File: src/rtl/led_blink_sequencer_if.sv
`default_nettype none
// ============================================================================
//  Module      : led_blink_sequencer_if
//  Description : Command channel between the host/CSR logic and the LED
//                blink sequencer (valid/ready handshake plus command fields).
//  Revision    : 1.0 - initial release
// ============================================================================
interface led_blink_sequencer_if #(
    parameter int CNT_W = 16,
    parameter int REP_W = 8
);
    logic             cmd_valid;
    logic             cmd_ready;
    logic [CNT_W-1:0] cmd_on_time;
    logic [CNT_W-1:0] cmd_off_time;
    logic [REP_W-1:0] cmd_repeat;

    // Command producer side (host / CSR block)
    modport master (
        output cmd_valid,
        input  cmd_ready,
        output cmd_on_time,
        output cmd_off_time,
        output cmd_repeat
    );

    // Command consumer side (the sequencer)
    modport slave (
        input  cmd_valid,
        output cmd_ready,
        input  cmd_on_time,
        input  cmd_off_time,
        input  cmd_repeat
    );
endinterface
`default_nettype wire

File: src/rtl/led_blink_sequencer.sv
`default_nettype none
// ============================================================================
//  Module      : led_blink_sequencer
//  Description : Queues blink commands (on-time, off-time, repeat count) in a
//                small FIFO and plays them back-to-back on the board LED
//                through ON/OFF phases. Abort flushes everything.
//  Revision    : 1.0 - initial release
// ============================================================================
module led_blink_sequencer #(
    parameter int CNT_W      = 16,
    parameter int REP_W      = 8,
    parameter int FIFO_DEPTH = 4
) (
    input  wire logic                        clk,
    input  wire logic                        reset,
    led_blink_sequencer_if.slave             cmd_if,
    input  wire logic                        abort_i,
    output logic                             led_o,
    output logic                             busy_o,
    output logic                             done_o,
    output logic [$clog2(FIFO_DEPTH):0]      fifo_count_o
);

    localparam int AW = $clog2(FIFO_DEPTH);
    localparam int CW = AW + 1;

    typedef enum logic [1:0] {
        S_IDLE = 2'd0,
        S_ON   = 2'd1,
        S_OFF  = 2'd2
    } state_t;

    // ------------------------------------------------------------------
    // Command FIFO
    // ------------------------------------------------------------------
    logic [CNT_W-1:0] mem_on_q  [FIFO_DEPTH];
    logic [CNT_W-1:0] mem_off_q [FIFO_DEPTH];
    logic [REP_W-1:0] mem_rep_q [FIFO_DEPTH];

    logic [AW-1:0]    wr_ptr_q;
    logic [AW-1:0]    rd_ptr_q;
    logic [CW-1:0]    count_q;

    logic             w_full;
    logic             w_empty;
    logic             w_push;
    logic             w_pop;

    logic [CNT_W-1:0] w_head_on;
    logic [CNT_W-1:0] w_head_off;
    logic [REP_W-1:0] w_head_rep;

    // ------------------------------------------------------------------
    // Sequencer state
    // ------------------------------------------------------------------
    state_t           state_q,  state_d;
    logic [CNT_W-1:0] timer_q,  timer_d;
    logic [REP_W-1:0] period_q, period_d;
    logic [CNT_W-1:0] on_q,     on_d;
    logic [CNT_W-1:0] off_q,    off_d;
    logic [REP_W-1:0] rep_q,    rep_d;
    logic             led_q,    led_d;
    logic             done_q,   done_d;

    logic             w_last_period;

    assign w_full   = (count_q == CW'(FIFO_DEPTH));
    assign w_empty  = (count_q == '0);

    // Abort blocks acceptance in its own cycle so the offered command is dropped
    assign cmd_if.cmd_ready = !w_full && !abort_i;
    assign w_push   = cmd_if.cmd_valid && cmd_if.cmd_ready;
    assign w_pop    = (state_q == S_IDLE) && !w_empty && !abort_i;

    assign w_head_on  = mem_on_q[rd_ptr_q];
    assign w_head_off = mem_off_q[rd_ptr_q];
    // A repeat of 0 runs a single period
    assign w_head_rep = (mem_rep_q[rd_ptr_q] == '0) ? REP_W'(1) : mem_rep_q[rd_ptr_q];

    // rep_q is always >= 1 and period_q < rep_q, so the increment cannot wrap
    assign w_last_period = ((period_q + REP_W'(1)) >= rep_q);

    // Storage write; contents need no reset because count gates every read
    always_ff @(posedge clk) begin
        if (w_push) begin
            mem_on_q[wr_ptr_q]  <= cmd_if.cmd_on_time;
            mem_off_q[wr_ptr_q] <= cmd_if.cmd_off_time;
            mem_rep_q[wr_ptr_q] <= cmd_if.cmd_repeat;
        end
    end

    // FIFO pointers and occupancy, flushed by abort
    always_ff @(posedge clk or posedge reset) begin
        if (reset) begin
            wr_ptr_q <= '0;
            rd_ptr_q <= '0;
            count_q  <= '0;
        end else if (abort_i) begin
            wr_ptr_q <= '0;
            rd_ptr_q <= '0;
            count_q  <= '0;
        end else begin
            if (w_push) begin
                wr_ptr_q <= wr_ptr_q + AW'(1);
            end
            if (w_pop) begin
                rd_ptr_q <= rd_ptr_q + AW'(1);
            end
            case ({w_push, w_pop})
                2'b10:   count_q <= count_q + CW'(1);
                2'b01:   count_q <= count_q - CW'(1);
                default: count_q <= count_q;
            endcase
        end
    end

    // Sequencer registers, including registered LED and done outputs
    always_ff @(posedge clk or posedge reset) begin
        if (reset) begin
            state_q  <= S_IDLE;
            timer_q  <= '0;
            period_q <= '0;
            on_q     <= '0;
            off_q    <= '0;
            rep_q    <= '0;
            led_q    <= 1'b0;
            done_q   <= 1'b0;
        end else begin
            state_q  <= state_d;
            timer_q  <= timer_d;
            period_q <= period_d;
            on_q     <= on_d;
            off_q    <= off_d;
            rep_q    <= rep_d;
            led_q    <= led_d;
            done_q   <= done_d;
        end
    end

    // Next-state logic: phase timing, period counting and command pop
    always_comb begin
        state_d  = state_q;
        timer_d  = timer_q;
        period_d = period_q;
        on_d     = on_q;
        off_d    = off_q;
        rep_d    = rep_q;
        done_d   = 1'b0;

        unique case (state_q)
            S_IDLE: begin
                if (w_pop) begin
                    on_d     = w_head_on;
                    off_d    = w_head_off;
                    rep_d    = w_head_rep;
                    timer_d  = '0;
                    period_d = '0;
                    if (w_head_on != '0) begin
                        state_d = S_ON;
                    end else if (w_head_off != '0) begin
                        state_d = S_OFF;
                    end else begin
                        // Empty command: consumed with no LED activity
                        done_d = 1'b1;
                    end
                end
            end

            S_ON: begin
                // on_q is non-zero here, so on_q-1 never wraps
                if (timer_q == (on_q - CNT_W'(1))) begin
                    timer_d = '0;
                    if (off_q != '0) begin
                        state_d = S_OFF;
                    end else if (w_last_period) begin
                        state_d  = S_IDLE;
                        period_d = '0;
                        done_d   = 1'b1;
                    end else begin
                        period_d = period_q + REP_W'(1);
                        state_d  = S_ON;
                    end
                end else begin
                    timer_d = timer_q + CNT_W'(1);
                end
            end

            S_OFF: begin
                if (timer_q == (off_q - CNT_W'(1))) begin
                    timer_d = '0;
                    if (w_last_period) begin
                        state_d  = S_IDLE;
                        period_d = '0;
                        done_d   = 1'b1;
                    end else begin
                        period_d = period_q + REP_W'(1);
                        state_d  = (on_q != '0) ? S_ON : S_OFF;
                    end
                end else begin
                    timer_d = timer_q + CNT_W'(1);
                end
            end

            default: begin
                state_d = S_IDLE;
            end
        endcase

        // Abort wins over everything but reset and suppresses done
        if (abort_i) begin
            state_d  = S_IDLE;
            timer_d  = '0;
            period_d = '0;
            done_d   = 1'b0;
        end
    end

    // LED follows the next state so the output itself is a flop
    assign led_d        = (state_d == S_ON);

    assign led_o        = led_q;
    assign busy_o       = (state_q != S_IDLE);
    assign done_o       = done_q;
    assign fifo_count_o = count_q;

endmodule
`default_nettype wire

File: src/flat_wrapper.sv
// flat-port wrapper written by rule: the top's interface ports become plain ports
module led_blink_sequencer_flat 
#(
    parameter int CNT_W      = 16,
    parameter int REP_W      = 8,
    parameter int FIFO_DEPTH = 4
)
  (clk, reset, abort_i, led_o, busy_o, done_o, fifo_count_o, cmd_if_cmd_valid, cmd_if_cmd_ready, cmd_if_cmd_on_time, cmd_if_cmd_off_time, cmd_if_cmd_repeat);
  led_blink_sequencer_if #(.CNT_W(CNT_W), .REP_W(REP_W)) cmd_if_i ();
  input  wire logic clk;
  input  wire logic reset;
  input  wire logic abort_i;
  output logic led_o;
  output logic busy_o;
  output logic done_o;
  output logic [$clog2(FIFO_DEPTH):0] fifo_count_o;
  input wire logic [$bits(cmd_if_i.cmd_valid)-1:0] cmd_if_cmd_valid;
  output wire logic [$bits(cmd_if_i.cmd_ready)-1:0] cmd_if_cmd_ready;
  input wire logic [$bits(cmd_if_i.cmd_on_time)-1:0] cmd_if_cmd_on_time;
  input wire logic [$bits(cmd_if_i.cmd_off_time)-1:0] cmd_if_cmd_off_time;
  input wire logic [$bits(cmd_if_i.cmd_repeat)-1:0] cmd_if_cmd_repeat;
  assign cmd_if_i.cmd_valid = cmd_if_cmd_valid;
  assign cmd_if_cmd_ready = cmd_if_i.cmd_ready;
  assign cmd_if_i.cmd_on_time = cmd_if_cmd_on_time;
  assign cmd_if_i.cmd_off_time = cmd_if_cmd_off_time;
  assign cmd_if_i.cmd_repeat = cmd_if_cmd_repeat;
  led_blink_sequencer #(.CNT_W(CNT_W), .REP_W(REP_W), .FIFO_DEPTH(FIFO_DEPTH)) u_core (.clk(clk), .reset(reset), .cmd_if(cmd_if_i), .abort_i(abort_i), .led_o(led_o), .busy_o(busy_o), .done_o(done_o), .fifo_count_o(fifo_count_o));
endmodule
File: config.mk
export PLATFORM = sky130hd
export DESIGN_NAME = led_blink_sequencer_flat
export DESIGN_NICKNAME = d
export VERILOG_FILES = /design/src/rtl/led_blink_sequencer_if.sv /design/src/rtl/led_blink_sequencer.sv /design/src/flat_wrapper.sv
export SDC_FILE = /design/constraint.sdc
export NUM_CORES = 1
export LEC_CHECK = 0
export CORE_MARGIN = 2
export CORE_UTILIZATION = 60
export DETAILED_ROUTE_END_ITERATION = 6
export GPL_ROUTABILITY_DRIVEN = 1
export PLACE_DENSITY_LB_ADDON = 0.08
export SLEW_MARGIN = 25
export SYNTH_ARGS = -nofsm -noshare
export SYNTH_HDL_FRONTEND = slang
export SYNTH_SLANG_ARGS = --single-unit
File: constraint.sdc
create_clock -name clk -period 5.4 [get_ports clk]
set_clock_uncertainty 0.2 [all_clocks]
set_input_delay 0.81 -clock clk [delete_from_list [all_inputs] [get_ports clk]]
set_output_delay 0.81 -clock clk [all_outputs]
set_load 0.05 [all_outputs]
Yosys cells after proc, flatten, opt, wreduce, memory -nomap -nowiden
Memory sizes are Yosys's and may differ from the RTL's.
Index checks and enable logic that the tools add are counted.
{"block": "totals", "elab_cells": 98, "mem_count": 3, "regBits": 75, "input_bits": 44, "ramBits": 160, "output_inout_bits": 7}
{"block": "classes", "n_reduce_logical": 22, "addsub": 8, "mux": 41, "n_eq_ne": 12, "order_cmp": 1}
{"name": "u_core.mem_off_q", "depth": 4, "width": 16, "read_ports": 1, "rd_clocked_by_memory_dff": 0, "write_ports": 1, "line_no": "led_blink_sequencer.sv:37", "rtl": "logic [CNT_W-1:0] mem_off_q [FIFO_DEPTH];"}
{"name": "u_core.mem_on_q", "depth": 4, "width": 16, "read_ports": 1, "rd_clocked_by_memory_dff": 0, "write_ports": 1, "line_no": "led_blink_sequencer.sv:36", "rtl": "logic [CNT_W-1:0] mem_on_q [FIFO_DEPTH];"}
{"name": "u_core.mem_rep_q", "depth": 4, "width": 8, "read_ports": 1, "rd_clocked_by_memory_dff": 0, "write_ports": 1, "line_no": "led_blink_sequencer.sv:38", "rtl": "logic [REP_W-1:0] mem_rep_q [FIFO_DEPTH];"}
{"operator": "2-to-1 mux 16 bit", "n": 4}
{"operator": "nonzero test 16 bit", "n": 4}
{"operator": "2-to-1 mux 8 bit", "n": 7}
{"operator": "case mux 16 bit (3 select lines)", "n": 1}
{"operator": "equality test 16 bit", "n": 2}
{"operator": "subtractor 16 x 1 -> 16 bit, second input constant", "n": 2}
{"operator": "2-to-1 mux 2 bit", "n": 13}
{"operator": "case mux 8 bit (3 select lines)", "n": 1}
{"operator": "adder 16 x 1 -> 16 bit, second input constant", "n": 1}
{"operator": "2-to-1 mux 1 bit", "n": 11}
{"operator": "inequality test 3 x 2 -> 1 bit, second input constant", "n": 3}
{"operator": "adder 8 x 1 -> 8 bit, second input constant", "n": 1}
{"operator": "greater-or-equal comparator 8 bit", "n": 1}
{"operator": "zero test 8 bit", "n": 1}
{"operator": "equality test 2 x 1 -> 1 bit, second input constant", "n": 3}
{"operator": "case mux 2 bit (3 select lines)", "n": 1}
{"operator": "case mux 3 bit (2 select lines)", "n": 1}
{"operator": "nonzero test 2 bit", "n": 3}
{"operator": "AND reduction 5 bit", "n": 1}
{"operator": "adder 2 x 1 -> 2 bit, second input constant", "n": 2}
{"operator": "equality test 2 bit, second input constant", "n": 2}
{"operator": "logical AND 1 bit", "n": 4}
{"operator": "AND reduction 2 bit", "n": 2}
{"operator": "nonzero test 4 bit", "n": 1}
{"operator": "10 further kinds", "n": 12}

Longest topological paths before layout
{"block": "logic_depth", "ltp_word": 8, "ltp_mapped": 13, "mapped_depth_nobuf": 13}

Worst setup path after synthesis
No wires, ideal clock.
{"block": "synth_path", "kind": "input port to flip-flop", "startpoint": "in abort_i", "endpoint": "reg u_core.count_q[2], in the netlist u_core.fifo_count_o[2]", "setup_ns": 0.132, "path_buffers": 2, "t_arrival_ns": 3.418, "path_stages": 10, "required_ns": 5.068, "slack_ns": 1.650, "path_cell_list": "clkbuf_1 a21oi_1 and2_1 clkbuf_1 nor3_1 fa_1 or3_1 nand2_1 xnor2_1 nor2_1"}
{"block": "synth_via", "elab_chain_cells": 6, "word_cells_on_any_way": 9, "cone_classes": "eq/ne (2); mux (2); reduce/logical (5)"}
{"element": "start, declared", "line_no": "flat_wrapper.sv:12", "rtl": "input wire logic abort_i;"}
{"element": "zero test 1 bit *", "line_no": "led_blink_sequencer.sv:71", "rtl": "assign cmd_if.cmd_ready = !w_full && !abort_i;"}
{"element": "logical AND 1 bit *", "line_no": "led_blink_sequencer.sv:71"}
{"element": "named net cmd_if_cmd_ready", "line_no": "flat_wrapper.sv:18", "rtl": "output wire logic [$bits(cmd_if_i.cmd_ready)-1:0] cmd_if_cmd_ready;"}
{"element": "logical AND 1 bit *", "line_no": "led_blink_sequencer.sv:72", "rtl": "assign w_push = cmd_if.cmd_valid && cmd_if.cmd_ready;"}
{"element": "equality test 2 x 1 -> 1 bit / equality test 2 bit (equally long branches)", "line_no": "led_blink_sequencer.sv:109", "rtl": "case ({w_push, w_pop})"}
{"element": "case mux 3 bit (2 select lines)", "line_no": "led_blink_sequencer.sv:109"}
{"element": "2-to-1 mux 3 bit", "line_no": "led_blink_sequencer.sv:98", "rtl": "end else if (abort_i) begin"}
{"element": "end signal, assigned", "line_no": "led_blink_sequencer.sv:110", "rtl": "2'b10: count_q <= count_q + CW'(1);"}
{"element": "end signal, assigned", "line_no": "led_blink_sequencer.sv:111", "rtl": "2'b01: count_q <= count_q - CW'(1);"}
{"element": "end signal, assigned", "line_no": "led_blink_sequencer.sv:112", "rtl": "default: count_q <= count_q;"}
{"element": "end, declared", "line_no": "led_blink_sequencer.sv:42", "rtl": "logic [CW-1:0] count_q;"}
Mark *: on every way through the listed nets, which the timed path passes. The rest lies on a longest branch.
A chain may end at the register's enable or synchronous reset.

Worst setup path in the final report
{"block": "layout_path", "startpoint": "in abort_i", "endpoint": "out cmd_if_cmd_ready"}
{"block": "layout_via", "elab_chain_cells": 2}
{"element": "zero test 1 bit", "line_no": "led_blink_sequencer.sv:71"}
{"element": "logical AND 1 bit", "line_no": "led_blink_sequencer.sv:71"}
{"element": "end, declared", "line_no": "flat_wrapper.sv:18"}
No other way between the ends.

==> impl_metrics.tcl <==
set metrics [dict create \
    status "complete, no violations" \
    peakVddDrop_mv 0.471 \
    cts_tree "done" \
    cp_cell_sequence "clkdlybuf4s50_1, a21oi_1, clkdlybuf4s50_1" \
    drc 0 \
    cts_buffers 25 \
    vias 6564 \
    synth_edf_count 160 \
    report.final.slew_viol_count 0 \
    place_area_um2 11500 \
    wire_per_inst_um 21.1 \
    min_path_cells 2 \
    layout_commonest_cell "edfxtp_1" \
    dp_hpwl_um 15000 \
    gp_congestion 0.898 \
    finalSetupViolations 0 \
    dieHeight_um 139 \
    syn_area_um2 10900 \
    yosysWarnings 0 \
    clk_pin_slew_ns 0.06 \
    fin_ws_ns 1.33 \
    grt_pass1_wl_um 36800 \
    rows 49 \
    slew_headroom 0.303 \
    antenna_found_initial 0 \
    area_growth_pct 13.8 \
    grt_overflow 0 \
    postSynthCellCount 774 \
    hold_buffers 0 \
    die-width_um 139 \
    period_minus_slack_ns 4.07 \
    grt_pass1_vias 6872 \
    rsz0062_at_grt "no" \
    diodes 0 \
    antenna_left 0 \
    htreeDepth 1 \
    ctsResizeCount 0 \
    initial_core_util 0.609 \
    grtUsageTotal 0.243 \
    hold_class "flop to flop" \
    fmax_ghz 0.246 \
    ys_seq_elements 235 \
    dieArea_um2 19200 \
    crit_slowest_cell "clkdlybuf4s50_1" \
    cp.required_ns 4.39 \
    synth.net_count 840 \
    route.detailed.vias_per_inst 6.17 \
    crit_top_cell "clkdlybuf4s50_1" \
    ys_types 68 \
    tightest_slew_ns 1.04 \
    fillers 1177 \
    max_cap_violations 0 \
    register_area_um2 6680 \
    multiInputGateArea_um2 3930 \
    clk_latency_ns 0.53 \
    path_class "primary input to output pin" \
    ios 51 \
    arrival_ns 3.06 \
    pre_cts_slack_ns 1.38 \
    final_cell_mix "edfxtp_1, dfrtp_1, nand2_1, clkdlybuf4s50_1, mux4_2" \
    drive_gt1_frac 0.171 \
    postCtsSetupRepairBufs 0 \
    clock-root-buffer "clkbuf_16" \
    syn_avg_cell_area_um2 14.0 \
    finalHoldViolCount 0 \
    drt_first_pass_iters 5 \
    wl_um 22500 \
    ys_seq_area_frac 0.615 \
    leakage_nw 4.31 \
    ys.flop_type "edfxtp_1" \
    clk_path_buf_depth 3 \
    core_um2 17800 \
    finalInstanceArea_um2 12400 \
    first_iter_violations 416 \
    grt_max_degree 42 \
    layout.nets 882 \
    cts_sinks 235 \
    async_flop_share 0.319 \
    port_buffers 50 \
    critPathLaunchType "primary input" \
    r2r_cells 11 \
    timing.final.crit_share 0.754 \
    max_stage_delay_ns 0.90 \
    cp_max_fo 17 \
    cellPowerDensity_nw_per_um2 481 \
    crit_path_end_kind "output pin" \
    fin_setup_tns_ns 0 \
]
registers in the layout, summed over array words and instances (netlist names):
| name | cells |
|---|---|
| u_core.done_o | 1 |
| u_core.fifo_count_o | 3 |
| u_core.led_o | 1 |
| u_core.mem_off_q | 64 |
| u_core.mem_on_q | 64 |
| u_core.mem_rep_q | 32 |
| u_core.off_q | 16 |
| u_core.on_q | 16 |
| u_core.period_q | 8 |
| u_core.rd_ptr_q | 2 |
| u_core.rep_q | 8 |
| u_core.state_q | 2 |
| u_core.timer_q | 16 |
| u_core.wr_ptr_q | 2 |
per-layer routing:
layer / vias up / share of wire / track usage
li1: 3049 / - / -
met1: 3267 / 0.44 / 0.348
met2: 200 / 0.48 / 0.390
met3: 48 / 0.047 / 0.0369
met4: 0 / 0.032 / 0.0816
met5: - / 0 / 0
critical path, delay by kind of cell:
family / cells / cell delay (ns)
AOI/OAI and AO/OA: 1 / 0.58
buffers and inverters: 2 / 1.67
Yosys cell counts (all sizes together), types with 4 or more instances:
cell	count	area share
a2111oi	4	0.0038
a211oi	8	0.0060
a21oi	16	0.0081
a22o	6	0.0048
and2	5	0.0031
and3	6	0.0035
buf	11	0.0056
clkbuf	30	0.010
dfrtp	75	0.17
edfxtp	160	0.44
ha	21	0.024
inv	29	0.010
mux2	28	0.029
mux2i	4	0.0037
mux4	40	0.083
nand2	55	0.019
nand2b	6	0.0035
nand3	23	0.011
nand3b	4	0.0028
nand4	10	0.0058
nor2	37	0.013
nor2b	7	0.0040
nor3	19	0.0097
nor4	18	0.013
o211ai	4	0.0028
o21ai	37	0.017
o311ai	8	0.0064
o31ai	4	0.0028
or2	5	0.0029
or3	10	0.0058
or4	4	0.0035
xnor2	27	0.022
xor2	19	0.015
path summary, 6_finish.rpt:
| path | start | endpoint | slack (ns) |
|---|---|---|---|
| setup / recovery | abort_i | cmd_if_cmd_ready | 1.33 |
| hold / removal | u_core.rep_q[1] | u_core.rep_q[1] | 0.34 |
| setup reg to reg | u_core.on_q[0] | u_core.period_q[2] | 1.82 |
| hold reg to reg | u_core.rep_q[1] | u_core.rep_q[1] | 0.34 |
| max in group asynchronous | reset | u_core.on_q[2] | 3.42 |
| min in group asynchronous | reset | u_core.period_q[1] | 0.54 |
cell type report:
cell class              count  share of cell area
flip-flops and latches    235               0.541
multi-input cells         469               0.318
clock buffers              29              0.0526
repair buffers             56              0.0441
well taps                 229              0.0232
clock inverters            17              0.0129
inverters                  29             0.00880
through the flow:
stage | utilization | instances | hold slack [ns] | power [W]
2_1_floorplan | - | 774 | 0.294 | 0.00381
3_3_place_gp | 0.647 | 1018 | 0.317 | 0.00421
3_5_place_dp | 0.647 | 1018 | 0.333 | 0.00430
4_1_cts | 0.692 | 1064 | 0.345 | 0.00598
5_1_grt | 0.693 | 1064 | 0.381 | 0.00627
6_report | 0.693 | 1064 | 0.344 | 0.00594
cells by family (layout without fill, tap and decap cells):
kind of cell,after synthesis,after routing,synth area share
adder cells (fa/ha/maj),22,22,0.0260
multiplexers,72,72,0.116
buffers and inverters,70,131,0.0260
flip-flops,235,235,0.615
AND/OR/NAND/NOR,220,220,0.110
XOR/XNOR,46,46,0.0371
AO/OA/AOI/OAI,109,109,0.0707
power by group:
part	internal [W]	leakage, nW	switching (W)	total [W]
sequential	0.00219	2.41	0.000281	0.00247
clock	0.000969	0.401	0.000703	0.00167
combinational	0.000810	1.50	0.000993	0.00180
Note: power is estimated with default switching activity, not from simulation.
